--- config.mk ---
export PLATFORM = sky130hd
export DESIGN_NAME = pc_sequencer
export DESIGN_NICKNAME = d
export VERILOG_FILES = /design/src/rtl/pc_sequencer.sv
export SDC_FILE = /design/constraint.sdc
export NUM_CORES = 1
export LEC_CHECK = 0
export ABC_AREA = 0
export BUFFER_PORTS_ARGS = -buffer_cell sky130_fd_sc_hd__buf_2
export CORE_AREA = 2 2 130 132
export DETAILED_ROUTE_END_ITERATION = 6
export DIE_AREA = 0 0 132 134
export GPL_ROUTABILITY_DRIVEN = 0
export PLACE_DENSITY = 0.62
export SLEW_MARGIN = 20
export SYNTH_ARGS = -nofsm -noshare
export SYNTH_HDL_FRONTEND = slang
export SYNTH_SLANG_ARGS = --single-unit
--- constraint.sdc ---
create_clock -name clk_in -period 2.8 [get_ports clk_in]
set_input_delay 0.14 -clock clk_in [delete_from_list [all_inputs] [get_ports clk_in]]
set_output_delay 0.14 -clock clk_in [all_outputs]
set_load 0.01 [all_outputs]
--- src/rtl/pc_sequencer.sv ---
// Next-PC controller for the ProgramCounter: arbitrates sequential, branch, jump, trap and hold
// sources, captures the EPC on trap entry and traps when the fetch handshake stalls too long.
module pc_sequencer #(
  parameter int unsigned ADDR_WIDTH_POW = 6,
  localparam int unsigned ADDR_WIDTH = 1 << ADDR_WIDTH_POW,
  parameter logic [ADDR_WIDTH-1:0] RESET_VECTOR = '0,
  parameter logic [ADDR_WIDTH-1:0] TRAP_VECTOR = ADDR_WIDTH'('h100),
  parameter int unsigned FETCH_TIMEOUT = 16
) (
  input  logic                  clk_in,
  input  logic                  reset,
  input  logic [ADDR_WIDTH-1:0] pc_in,
  input  logic                  fetch_ready,
  input  logic                  stall,
  input  logic                  branch_taken,
  input  logic [ADDR_WIDTH-1:0] branch_target,
  input  logic                  jump,
  input  logic [ADDR_WIDTH-1:0] jump_target,
  input  logic                  trap_req,
  input  logic                  trap_ack,
  output logic [ADDR_WIDTH-1:0] pc_next,
  output logic                  fetch_valid,
  output logic                  flush,
  output logic                  misaligned,
  output logic                  timeout,
  output logic [ADDR_WIDTH-1:0] epc,
  output logic [1:0]            state_out
);

  localparam int unsigned CNT_W = (FETCH_TIMEOUT > 1) ? $clog2(FETCH_TIMEOUT) : 1;
  localparam logic [CNT_W-1:0] CNT_MAX = CNT_W'(FETCH_TIMEOUT - 1);

  typedef enum logic [1:0] {
    BOOT = 2'd0,
    RUN  = 2'd1,
    TRAP = 2'd2
  } state_t;

  state_t           state;
  state_t           state_nxt;
  logic [CNT_W-1:0] tcnt;
  logic [CNT_W-1:0] tcnt_nxt;
  logic             flush_nxt;
  logic             mis_nxt;
  logic             tmo_nxt;
  logic             trap_entry;

  function automatic logic is_misaligned(input logic [ADDR_WIDTH-1:0] addr);
    return |addr[1:0];
  endfunction

  function automatic logic [CNT_W-1:0] sat_inc(input logic [CNT_W-1:0] c);
    return (c == CNT_MAX) ? c : c + 1'b1;
  endfunction

  assign state_out = state;

  always_ff @(posedge clk_in or posedge reset) begin
    if (reset) begin
      state      <= BOOT;
      tcnt       <= '0;
      flush      <= 1'b0;
      misaligned <= 1'b0;
      timeout    <= 1'b0;
      epc        <= '0;
    end else begin
      state      <= state_nxt;
      tcnt       <= tcnt_nxt;
      flush      <= flush_nxt;
      misaligned <= mis_nxt;
      timeout    <= tmo_nxt;
      if (trap_entry) begin
        epc <= pc_in;
      end
    end
  end

  // Only the highest-priority active source is examined; a misaligned target from a
  // losing source never raises a trap.
  always_comb begin
    state_nxt   = state;
    pc_next     = RESET_VECTOR;
    fetch_valid = 1'b0;
    tcnt_nxt    = '0;
    flush_nxt   = 1'b0;
    mis_nxt     = 1'b0;
    tmo_nxt     = 1'b0;
    trap_entry  = 1'b0;
    case (state)
      BOOT: begin
        state_nxt = RUN;
      end
      RUN: begin
        fetch_valid = ~stall;
        if (trap_req) begin
          trap_entry = 1'b1;
        end else if (jump) begin
          if (is_misaligned(jump_target)) begin
            trap_entry = 1'b1;
            mis_nxt    = 1'b1;
          end else begin
            pc_next   = jump_target;
            flush_nxt = 1'b1;
          end
        end else if (branch_taken) begin
          if (is_misaligned(branch_target)) begin
            trap_entry = 1'b1;
            mis_nxt    = 1'b1;
          end else begin
            pc_next   = branch_target;
            flush_nxt = 1'b1;
          end
        end else if ((tcnt == CNT_MAX) && !fetch_ready) begin
          trap_entry = 1'b1;
          tmo_nxt    = 1'b1;
        end else if (stall || !fetch_ready) begin
          pc_next = pc_in;
          if (!stall) begin
            tcnt_nxt = sat_inc(tcnt);
          end
        end else begin
          pc_next = pc_in + ADDR_WIDTH'(4);
        end
        if (trap_entry) begin
          pc_next   = TRAP_VECTOR;
          flush_nxt = 1'b1;
          state_nxt = TRAP;
        end
      end
      TRAP: begin
        // The handler address is presented even on the ack cycle so it is fetched first.
        pc_next = TRAP_VECTOR;
        if (trap_ack) begin
          state_nxt = RUN;
        end
      end
      default: begin
        state_nxt = BOOT;
      end
    endcase
  end

endmodule

==> results of run 1 <==
[layer usage]
layer / vias up / global-route usage [%] / wire, um
met4: 0 / 7.73 / 387
met2: 235 / 37.7 / 10000
met5: - / 0 / 0
li1: 2765 / - / -
met3: 24 / 3.67 / 1200
met1: 2901 / 32.5 / 9720
[cell type report]
cell class / instances / share of cell area [%]
clock buffers: 11 / 3.06
inverters: 19 / 0.916
repair buffers: 355 / 23.3
flip-flops and latches: 73 / 23.1
multi-input cells: 430 / 44.3
well taps: 220 / 3.47
clock inverters: 5 / 1.90
[cells in the mapped netlist (2+ instances only)]
master and instances:
nor2b_1 4, ha_1 6, buf_6 6, nor4_1 4
mux2_1 4, and3_1 4, o21a_1 3, nand3_1 26
nand4_4 2, buf_1 2, nand4_2 2, nor4_2 5
o22ai_2 2, nand2_1 26, o21ai_0 6, or3_1 3
mux2_4 60, a21oi_1 3, o22ai_1 43, xor2_1 19
nor3_2 6, a222oi_1 15, xnor2_1 43, nor2_1 41
nand2b_1 3, and2_1 2, dfrtp_1 73, clkbuf_1 19
buf_2 6, a22oi_1 45, nand4_1 19, nor3_1 17
inv_1 19
[worst register-to-register path: cells and delay by family (launching register included)]
| family | cells | cell delay [ns] |
|---|---|---|
| AOI/OAI and AO/OA | 1 | 0.22 |
| adders and majority gates | 1 | 0.19 |
| buffers and inverters | 1 | 0.32 |
| DFF | 1 | 0.37 |
| muxes | 1 | 0.42 |
| and+or+nand+nor | 4 | 0.72 |
[power by group through the flow]
stage	Sequential (uW)	Clock (uW)	Combinational (uW)
4_1_cts	1850	1560	2770
2_1_floorplan	2070	0	1520
3_3_place_gp	1840	0	2730
5_1_grt	1920	1610	2940
3_5_place_dp	1840	0	2770
6_report	1850	1530	2760
[worst min-delay path by stage]
stage	startpoint	to	slack [ns]	cells after the start
CTS	pc_in[0]	epc[0]	0.03	2
detailed placement	reset	epc[28]	0.26	3
global route	pc_in[1]	epc[1]	0.04	2
finish	pc_in[0]	epc[0]	0.04	2
floorplan	trap_req	flush	0.27	1
global placement	reset	epc[29]	0.25	3
[per-stage QoR]
stage          setup WS (ns)  hold WS, ns  utilization (%)
2_1_floorplan          0.638        0.271                -
3_3_place_gp           0.212        0.251             46.2
3_5_place_dp           0.207        0.260             46.2
4_1_cts                0.175       0.0289             48.6
5_1_grt               0.0492       0.0424             48.6
6_report               0.176       0.0413             48.6
[kinds of logic after synthesis]
family | Yosys count | synth area share [%]
and+or+nand+nor | 176 | 18.4
adders and majority gates | 6 | 1.35
buffers and inverters | 52 | 4.46
DFF | 73 | 32.9
AOI/OAI and AO/OA | 121 | 15.9
xor gates and xnor gates | 62 | 9.77
muxes | 65 | 17.2
[cells in the final DEF, fill, tap and decap left out, types with 3 or more instances in the layout]
cell         n
nand4_1     19
and3_1       4
nor2_1      41
xor2_1      19
a22oi_1     45
or3_1        3
nor2b_1      4
xnor2_1     43
nand2_1     26
nor4_2       5
nand2b_1     3
a21oi_1      3
inv_1       18
dfrtp_1     73
o22ai_1     43
nor3_2       5
mux2_1       4
mux2_4      60
ha_1         6
nor4_1       4
o21ai_0      6
o21a_1       3
a222oi_1    15
buf_2      333
bufinv_16    5
buf_4       20
nand3_1     24
clkbuf_16    9
nor3_1      17
[registers in the layout, summed over array words and instances, names as in the netlist]
name / cells
epc: 64
flush: 1
misaligned: 1
state_out: 2
tcnt: 4
timeout: 1
[repair_timing]
item,in CTS,in global routing
endpoints found under the setup margin,0,0
endpoints found under the hold margin,73,0
gates resized for setup,0,0
hold buffers,1,0
==> impl_metrics.py, run 1 <==
metrics = {
    "status": {
        "status": "finished, final reports clean",
    },
    "critical_path": {
        "r2r_end": "epc[56]",
        "worst-path-stages": 8,
        "r2r.worst_path.cells": 8,
        "arrival_ns": 2.48,
        "r2r-start": "tcnt[0]",
        "crit_type": "reg2out",
        "end_kind": "output pin",
        "cp-startpoint": "tcnt[0]",
        "crit_end": "pc_next[61]",
        "worstSetupStartpointType": "flop",
        "crit_buf_inv": 2,
        "cp_cell_sequence": "ha_1 -> nand3_1 -> o21a_1 -> or3_4 -> nand3_2 -> buf_4 -> o22ai_1 -> buf_2",
        "r2r_slack_ns": 0.43,
        "critPathSlowestCell": "or3_4",
        "path_delay_family": "simple AND/OR/NAND/NOR gates",
        "cp_max_fo": 32,
        "max_stage_delay_ns": 0.40,
        "critPathRequiredTime_ns": 2.66,
    },
    "power_and_ir_drop": {
        "seqPwrFrac_pct": 30.1,
        "p_comb_share_pct": 44.9,
        "p_int_uw": 4130,
        "clkPwrFrac_pct": 25.0,
        "leakagePower_uw": 0.00377,
        "switching_share_pct": 32.8,
        "ir_worst_vdd_mv": 0.377,
        "p_sw_uw": 2020,
        "finalPower_uw": 6140,
        "p_per_area_mw_per_mm2": 775,
    },
    "detailed_routing": {
        "dr_total_vias": 5925,
        "drt_iter0_drc": 393,
        "via_per_inst": 5.32,
        "wl_per_cell_um": 19.2,
        "firstDrtPassIters": 6,
        "wl_um": 21300,
        "route.detailed.drc": 0,
        "final_antenna_net_count": 0,
    },
    "yosys": {
        "synth.top_cell.area_share_pct": 32.9,
        "async_reset_ff_share_pct": 100,
        "ys_top_cells_by_area": "dfrtp_1 (33%), mux2_4 (16%), xnor2_1 (6.8%)",
        "ys_types": 50,
        "syn_avg_cell_area_um2": 10.0,
        "synth_nets": 761,
        "ys_seq_area_share_pct": 32.9,
        "synth_enable_flop_cells": 0,
        "synth_area_leader_cell": "dfrtp_1",
        "synth_ff_type": "dfrtp_1",
        "yosys_register_bits": 73,
        "ys_warn_count": 0,
        "synthCells": 555,
        "synth_area_mm2": 0.00556,
    },
    "cts": {
        "htreeDepth": 3,
        "cts-root-buf": "clkbuf_16",
        "cts_buffers": 9,
        "clk_path_buf_depth": 2,
        "cts.sinks": 73,
        "cts_tree": "built",
        "clk_pin_slew_ns": 0.06,
        "insertion_delay_ns": 0.34,
        "postCtsSetupRepairBufs": 0,
    },
    "die": {
        "die_w_um": 132,
        "core_area_mm2": 0.0163,
        "start_util_pct": 34.1,
        "boundaryPins": 334,
        "floorplan.die.height_um": 134,
        "dieArea_mm2": 0.0177,
        "rows": 47,
    },
    "timing": {
        "max_slew_margin_pct": 51.0,
        "finalHoldViolCount": 0,
        "rsz0062_at_grt": "no",
        "worstMarginPinSlew_ns": 0.729,
        "min_period_ns": 2.62,
        "drv_slew": 0,
        "finalClockSkew_ns": 0.00964,
        "setup_violations": 0,
        "fmax_mhz": 381,
        "tns_ns": 0,
        "fin_crit_sh_pct": 93.7,
    },
    "placement": {
        "dp_hpwl_um": 16700,
        "placed_cells": 1096,
        "placed_area_mm2": 0.00752,
        "portBuffers": 333,
    },
    "cells_and_area": {
        "design_area_mm2": 0.00792,
        "area_delta_synth_final_pct": 42.5,
        "antenna_cells": 0,
        "final_cells": 1113,
        "drive_gt1_share_pct": 51.2,
        "fillers": 1606,
        "nNetsFinal": 1094,
        "multi_input_area_mm2": 0.00351,
        "seqCellArea_mm2": 0.00183,
    },
    "global_route": {
        "grt_pass1_vias": 5713,
        "grt.overflow.total": 0,
        "grt_max_degree": 74,
        "grt.total_usage_pct": 23.5,
        "grt_pass1_wl_um": 32600,
        "antenna_found_initial": 0,
    },
    "min_path": {
        "hold_class": "in2reg",
    },
    "run": {
        "drv_cap": 0,
    },
}
No activity file was read; power rests on OpenSTA's default activity.
==> run 2: changes to the inputs <==
Clock period 2.8 ns to 3.2 ns, I/O delays scaled along.
==> impl_metrics.py, run 2 (synthesis gave the netlist of run 1 again) <==
metrics = {
    "critical_path": {
        "critPathRequiredTime_ns": 3.04,
        "r2r_slack_ns": 0.80,
        "r2r_end": "epc[14]",
        "arrival_ns": 2.50,
        "crit_type": "reg2out",
        "r2r-start": "tcnt[0]",
        "critPathSlowestCell": "or3_4",
        "crit_end": "pc_next[61]",
        "cp_max_fo": 32,
        "cp_cell_sequence": "ha_1 -> nand3_1 -> o21a_1 -> or3_4 -> nand3_2 -> buf_4 -> o22ai_1 -> buf_2",
        "cp-startpoint": "tcnt[0]",
        "worstSetupStartpointType": "flop",
        "max_stage_delay_ns": 0.41,
        "end_kind": "output pin",
        "r2r.worst_path.cells": 8,
    },
    "min_path": {
        "hold_class": "in2reg",
        "hold_depth": 2,
    },
    "placement": {
        "portBuffers": 333,
        "dp_hpwl_um": 16900,
        "placed_area_mm2": 0.00746,
    },
    "cts": {
        "clk_path_buf_depth": 2,
        "cts_buffers": 9,
        "insertion_delay_ns": 0.34,
        "cts_tree": "built",
        "cts_resized": 0,
        "clk_pin_slew_ns": 0.06,
        "htreeDepth": 3,
        "cts-root-buf": "clkbuf_16",
        "cts.sinks": 73,
    },
    "timing": {
        "worstMarginPinSlew_ns": 0.732,
        "setup_violations": 0,
        "fin_crit_sh_pct": 83.2,
        "fmax_mhz": 376,
        "rsz0062_at_grt": "no",
        "finalClockSkew_ns": 0.00836,
        "drv_slew": 0,
        "tns_ns": 0,
        "finalHoldViolCount": 0,
        "max_slew_margin_pct": 51.2,
        "min_period_ns": 2.66,
    },
    "die": {
        "core_area_mm2": 0.0163,
        "dieArea_mm2": 0.0177,
        "rows": 47,
        "boundaryPins": 334,
        "floorplan.die.height_um": 134,
        "start_util_pct": 34.1,
        "die_w_um": 132,
    },
    "global_route": {
        "grt_pass1_wl_um": 32400,
        "grt.total_usage_pct": 23.5,
        "antenna_found_initial": 0,
        "grt_max_degree": 63,
        "grt_pass1_vias": 5714,
        "grt.overflow.total": 0,
    },
    "power_and_ir_drop": {
        "ir_worst_vdd_mv": 0.407,
        "p_per_area_mw_per_mm2": 657,
        "leakagePower_uw": 0.00370,
    },
    "detailed_routing": {
        "route.detailed.drc": 0,
        "final_antenna_net_count": 0,
        "drt_iter0_drc": 484,
        "wl_um": 21500,
        "firstDrtPassIters": 5,
        "dr_total_vias": 5866,
        "via_per_inst": 5.30,
        "wl_per_cell_um": 19.4,
    },
    "cells_and_area": {
        "area_delta_synth_final_pct": 40.1,
        "design_area_mm2": 0.00778,
        "final_common_cell": "buf_2",
        "layout_common_cells": "buf_2 (333), dfrtp_1 (73), mux2_4 (60), a22oi_1 (45)",
        "antenna_cells": 0,
        "drive_gt1_share_pct": 50.7,
        "largest_reg_flops": 64,
        "regMostFlops": "epc",
        "nNetsFinal": 1088,
    },
    "run": {
        "drv_cap": 0,
    },
    "status": {
        "status": "finished, final reports clean",
    },
}
==> run 2: cell type report <==
| cell class | count | area (um2) |
|---|---|---|
| Clock inverter | 3 | 65.1 |
| Multi-Input combinational cell | 430 | 3510 |
| Fill cell | 1620 | 8500 |
| Clock buffer | 12 | 246 |
| Sequential cell | 73 | 1830 |
| Inverter | 19 | 73.8 |
| Tap cell | 220 | 275 |
| Timing Repair Buffer | 349 | 1790 |
==> run 2: worst min path at each step <==
stage,start,end,slack [ns]
2_1_floorplan,trap_req,flush,0.29
3_3_place_gp,reset,epc[27],0.40
3_5_place_dp,pc_in[1],epc[1],0.41
4_1_cts,reset,epc[27],0.04
5_1_grt,pc_in[1],epc[1],0.06
6_report,pc_in[0],epc[0],0.07
==> run 2: power by group <==
group | switching [uW] | internal, uW
combinational | 1110 | 1300
sequential | 243 | 1370
clock | 399 | 700
total | 1750 | 3370
==> run 2: per-layer routing <==
metal  up-vias  routed length, um  track usage (%)
li1       2752                  -                -
met3        25               1420             4.31
met5         -                  0                0
met1      2827               9730             32.3
met2       262               9950             37.3
met4         0                387             7.91
==> run 2: critical path: cells and delay by family (launching register included) <==
| family | cells | cell delay, ns |
|---|---|---|
| buf+inv | 2 | 0.50 |
| simple gates | 3 | 0.66 |
| compound gates | 2 | 0.41 |
| flops | 1 | 0.37 |
| fa+ha+maj | 1 | 0.19 |
==> run 2: per-stage QoR <==
stage                     hold WS (ns)  utilization (%)  setup WS, ns  instances  power (uW)
after CTS                       0.0427             47.7         0.537       1105        5130
after detailed placement         0.415             45.8         0.615       1090        4020
after floorplan                  0.291                -          1.04        555        3150
final                           0.0673             47.8         0.538       1106        5110
after global placement           0.405             45.8         0.690       1090        3990
after global routing            0.0649             47.8         0.372       1106        5370
==> run 2: repair_timing <==
item                                    CTS  global route
hold buffers                              0             1
buffers inserted                          0             0
hold endpoints to repair                  0            14
endpoints found under the setup margin    0             0
==> run 3: changes to the inputs <==
Settings changed: PLACE_DENSITY 0.62 to 0.64.
Clock period 3.2 ns to 2.4 ns, I/O delays scaled along.
==> impl_metrics.py, run 3 (synthesis gave the netlist of run 1 again) <==
metrics = {
    "critical_path": {
        "max_stage_delay_ns": 0.40,
        "r2r-start": "tcnt[0]",
        "critPathRequiredTime_ns": 2.28,
        "r2r.worst_path.cells": 8,
        "cp_common_cell": "nand3_4",
        "worst-path-stages": 8,
        "end_kind": "output pin",
        "cp_cell_sequence": "ha_2 -> nand3_4 -> o21a_1 -> or3_4 -> nand3_4 -> buf_12 -> o22ai_1 -> buf_2",
        "r2r_end": "epc[14]",
        "crit_buf_inv": 2,
        "cp_max_fo": 16,
        "r2r_slack_ns": 0.24,
        "critPathSlowestCell": "or3_4",
        "crit_type": "reg2out",
        "arrival_ns": 2.31,
        "worstSetupStartpointType": "flop",
        "path_delay_family": "simple AND/OR/NAND/NOR gates",
    },
    "detailed_routing": {
        "dr_total_vias": 6040,
        "via_per_inst": 5.36,
        "wl_per_cell_um": 19.8,
        "wl_um": 22300,
        "firstDrtPassIters": 5,
        "drt_iter0_drc": 441,
        "final_antenna_net_count": 0,
        "route.detailed.drc": 0,
    },
    "timing": {
        "worst_slack_ns": -0.0287,
        "setup_violations": 11,
        "worstMarginPinSlew_ns": 0.601,
        "fmax_mhz": 412,
        "fin_crit_sh_pct": 101,
        "rsz0062_at_grt": "yes",
        "finalHoldViolCount": 0,
        "min_period_ns": 2.43,
        "finalClockSkew_ns": 0.00492,
        "max_slew_margin_pct": 60.0,
        "tns_ns": -0.181,
        "drv_slew": 0,
    },
    "cells_and_area": {
        "largest_reg_flops": 64,
        "layout_common_cells": "buf_2 (325), dfrtp_1 (73), mux2_4 (60), a22oi_1 (45), xnor2_1 (43)",
        "fillers": 1547,
        "antenna_cells": 0,
        "final_common_cell": "buf_2",
        "drive_gt1_share_pct": 54.4,
        "area_delta_synth_final_pct": 50.3,
        "nNetsFinal": 1108,
        "regMostFlops": "epc",
        "final_cells": 1126,
    },
    "die": {
        "dieArea_mm2": 0.0177,
        "floorplan.die.height_um": 134,
        "start_util_pct": 34.1,
        "boundaryPins": 334,
        "die_w_um": 132,
        "rows": 47,
        "core_area_mm2": 0.0163,
    },
    "cts": {
        "cts_buffers": 9,
        "insertion_delay_ns": 0.34,
        "cts_tree": "built",
        "cts-root-buf": "clkbuf_16",
        "cts.sinks": 73,
        "clk_path_buf_depth": 2,
        "htreeDepth": 3,
        "clk_pin_slew_ns": 0.06,
    },
    "power_and_ir_drop": {
        "ir_worst_vdd_mv": 0.366,
        "finalPower_uw": 7090,
        "leakagePower_uw": 0.00391,
        "p_per_area_mw_per_mm2": 849,
    },
    "min_path": {
        "hold_depth": 2,
        "min-delay-start": "pc_in[1]",
        "holdPathEnd": "epc[1]",
        "hold_class": "in2reg",
    },
    "global_route": {
        "grt_max_degree": 63,
        "grt.overflow.total": 0,
        "grt_pass1_vias": 5894,
        "antenna_found_initial": 0,
        "grt.total_usage_pct": 23.6,
        "grt_pass1_wl_um": 32800,
    },
    "placement": {
        "placed_cells": 1102,
        "portBuffers": 333,
        "post-place-ws_ns": 0.128,
        "dp_hpwl_um": 16800,
    },
    "status": {
        "violations": "setup timing",
        "status": "finished with violations",
    },
    "run": {
        "drv_cap": 0,
    },
}
## run 3: metrics by stage
step                hold WS (ns)  cell area, um2  utilization, %
global placement           0.263            7590            46.6
finish                    0.0245            8350            51.3
floorplan                  0.251            5560               -
detailed placement         0.263            7590            46.6
CTS                       0.0115            8010            49.2
global route              0.0242            8350            51.3
## run 3: report_power, final
group	leakage [uW]	total, uW	switching [uW]	internal, uW
Clock	0.000157	1530	518	1010
Combinational	0.00288	3400	1560	1840
Sequential	0.000874	2170	343	1830
Total	0.00391	7090	2420	4680
## run 3: worst max path at each step
stage / from / endpoint / slack (ns)
6_report: tcnt[0] / pc_next[61] / -0.03
5_1_grt: tcnt[0] / pc_next[20] / -0.12
4_1_cts: tcnt[0] / pc_next[20] / -0.01
3_5_place_dp: tcnt[0] / pc_next[61] / 0.13
3_3_place_gp: pc_in[48] / pc_next[60] / 0.16
2_1_floorplan: tcnt[0] / epc[0] / 0.24
## run 3: layout make-up
class,count,area [um2],share of cell area [%]
multi-input cells,430,3710,44.4
repair buffers,369,2140,25.6
flip-flops and latches,73,1830,21.9
well taps,220,275,3.30
clock buffers,12,236,2.83
clock inverters,3,90.1,1.08
inverters,19,72.6,0.869
## run 3: worst reg2reg max path, delay by kind of cell, from the launching register on
family / cells / cell delay [ns]
multiplexers: 1 / 0.37
adder cells (fa/ha/maj): 1 / 0.22
AO/OA/AOI/OAI: 1 / 0.21
buffers and inverters: 1 / 0.19
flip-flops: 1 / 0.36
AND/OR/NAND/NOR: 4 / 0.69
## run 3: repair_timing
item                                    CTS  global route
endpoints found under the setup margin   58            59
hold buffers                              1             0
resized for setup                         9            46
hold endpoints to repair                 73             0
gates cloned                              1             3
pin swaps                                 1            26
setup buffers                             2             3
## run 3: metal layers
metal  vias up  GRT usage, %  share of wire (%)
met1      2924          32.4                 44
met3        34          4.23                7.1
met5         -             0                  0
li1       2792             -                  -
met4         0          6.94                1.8
met2       290          38.2                 48
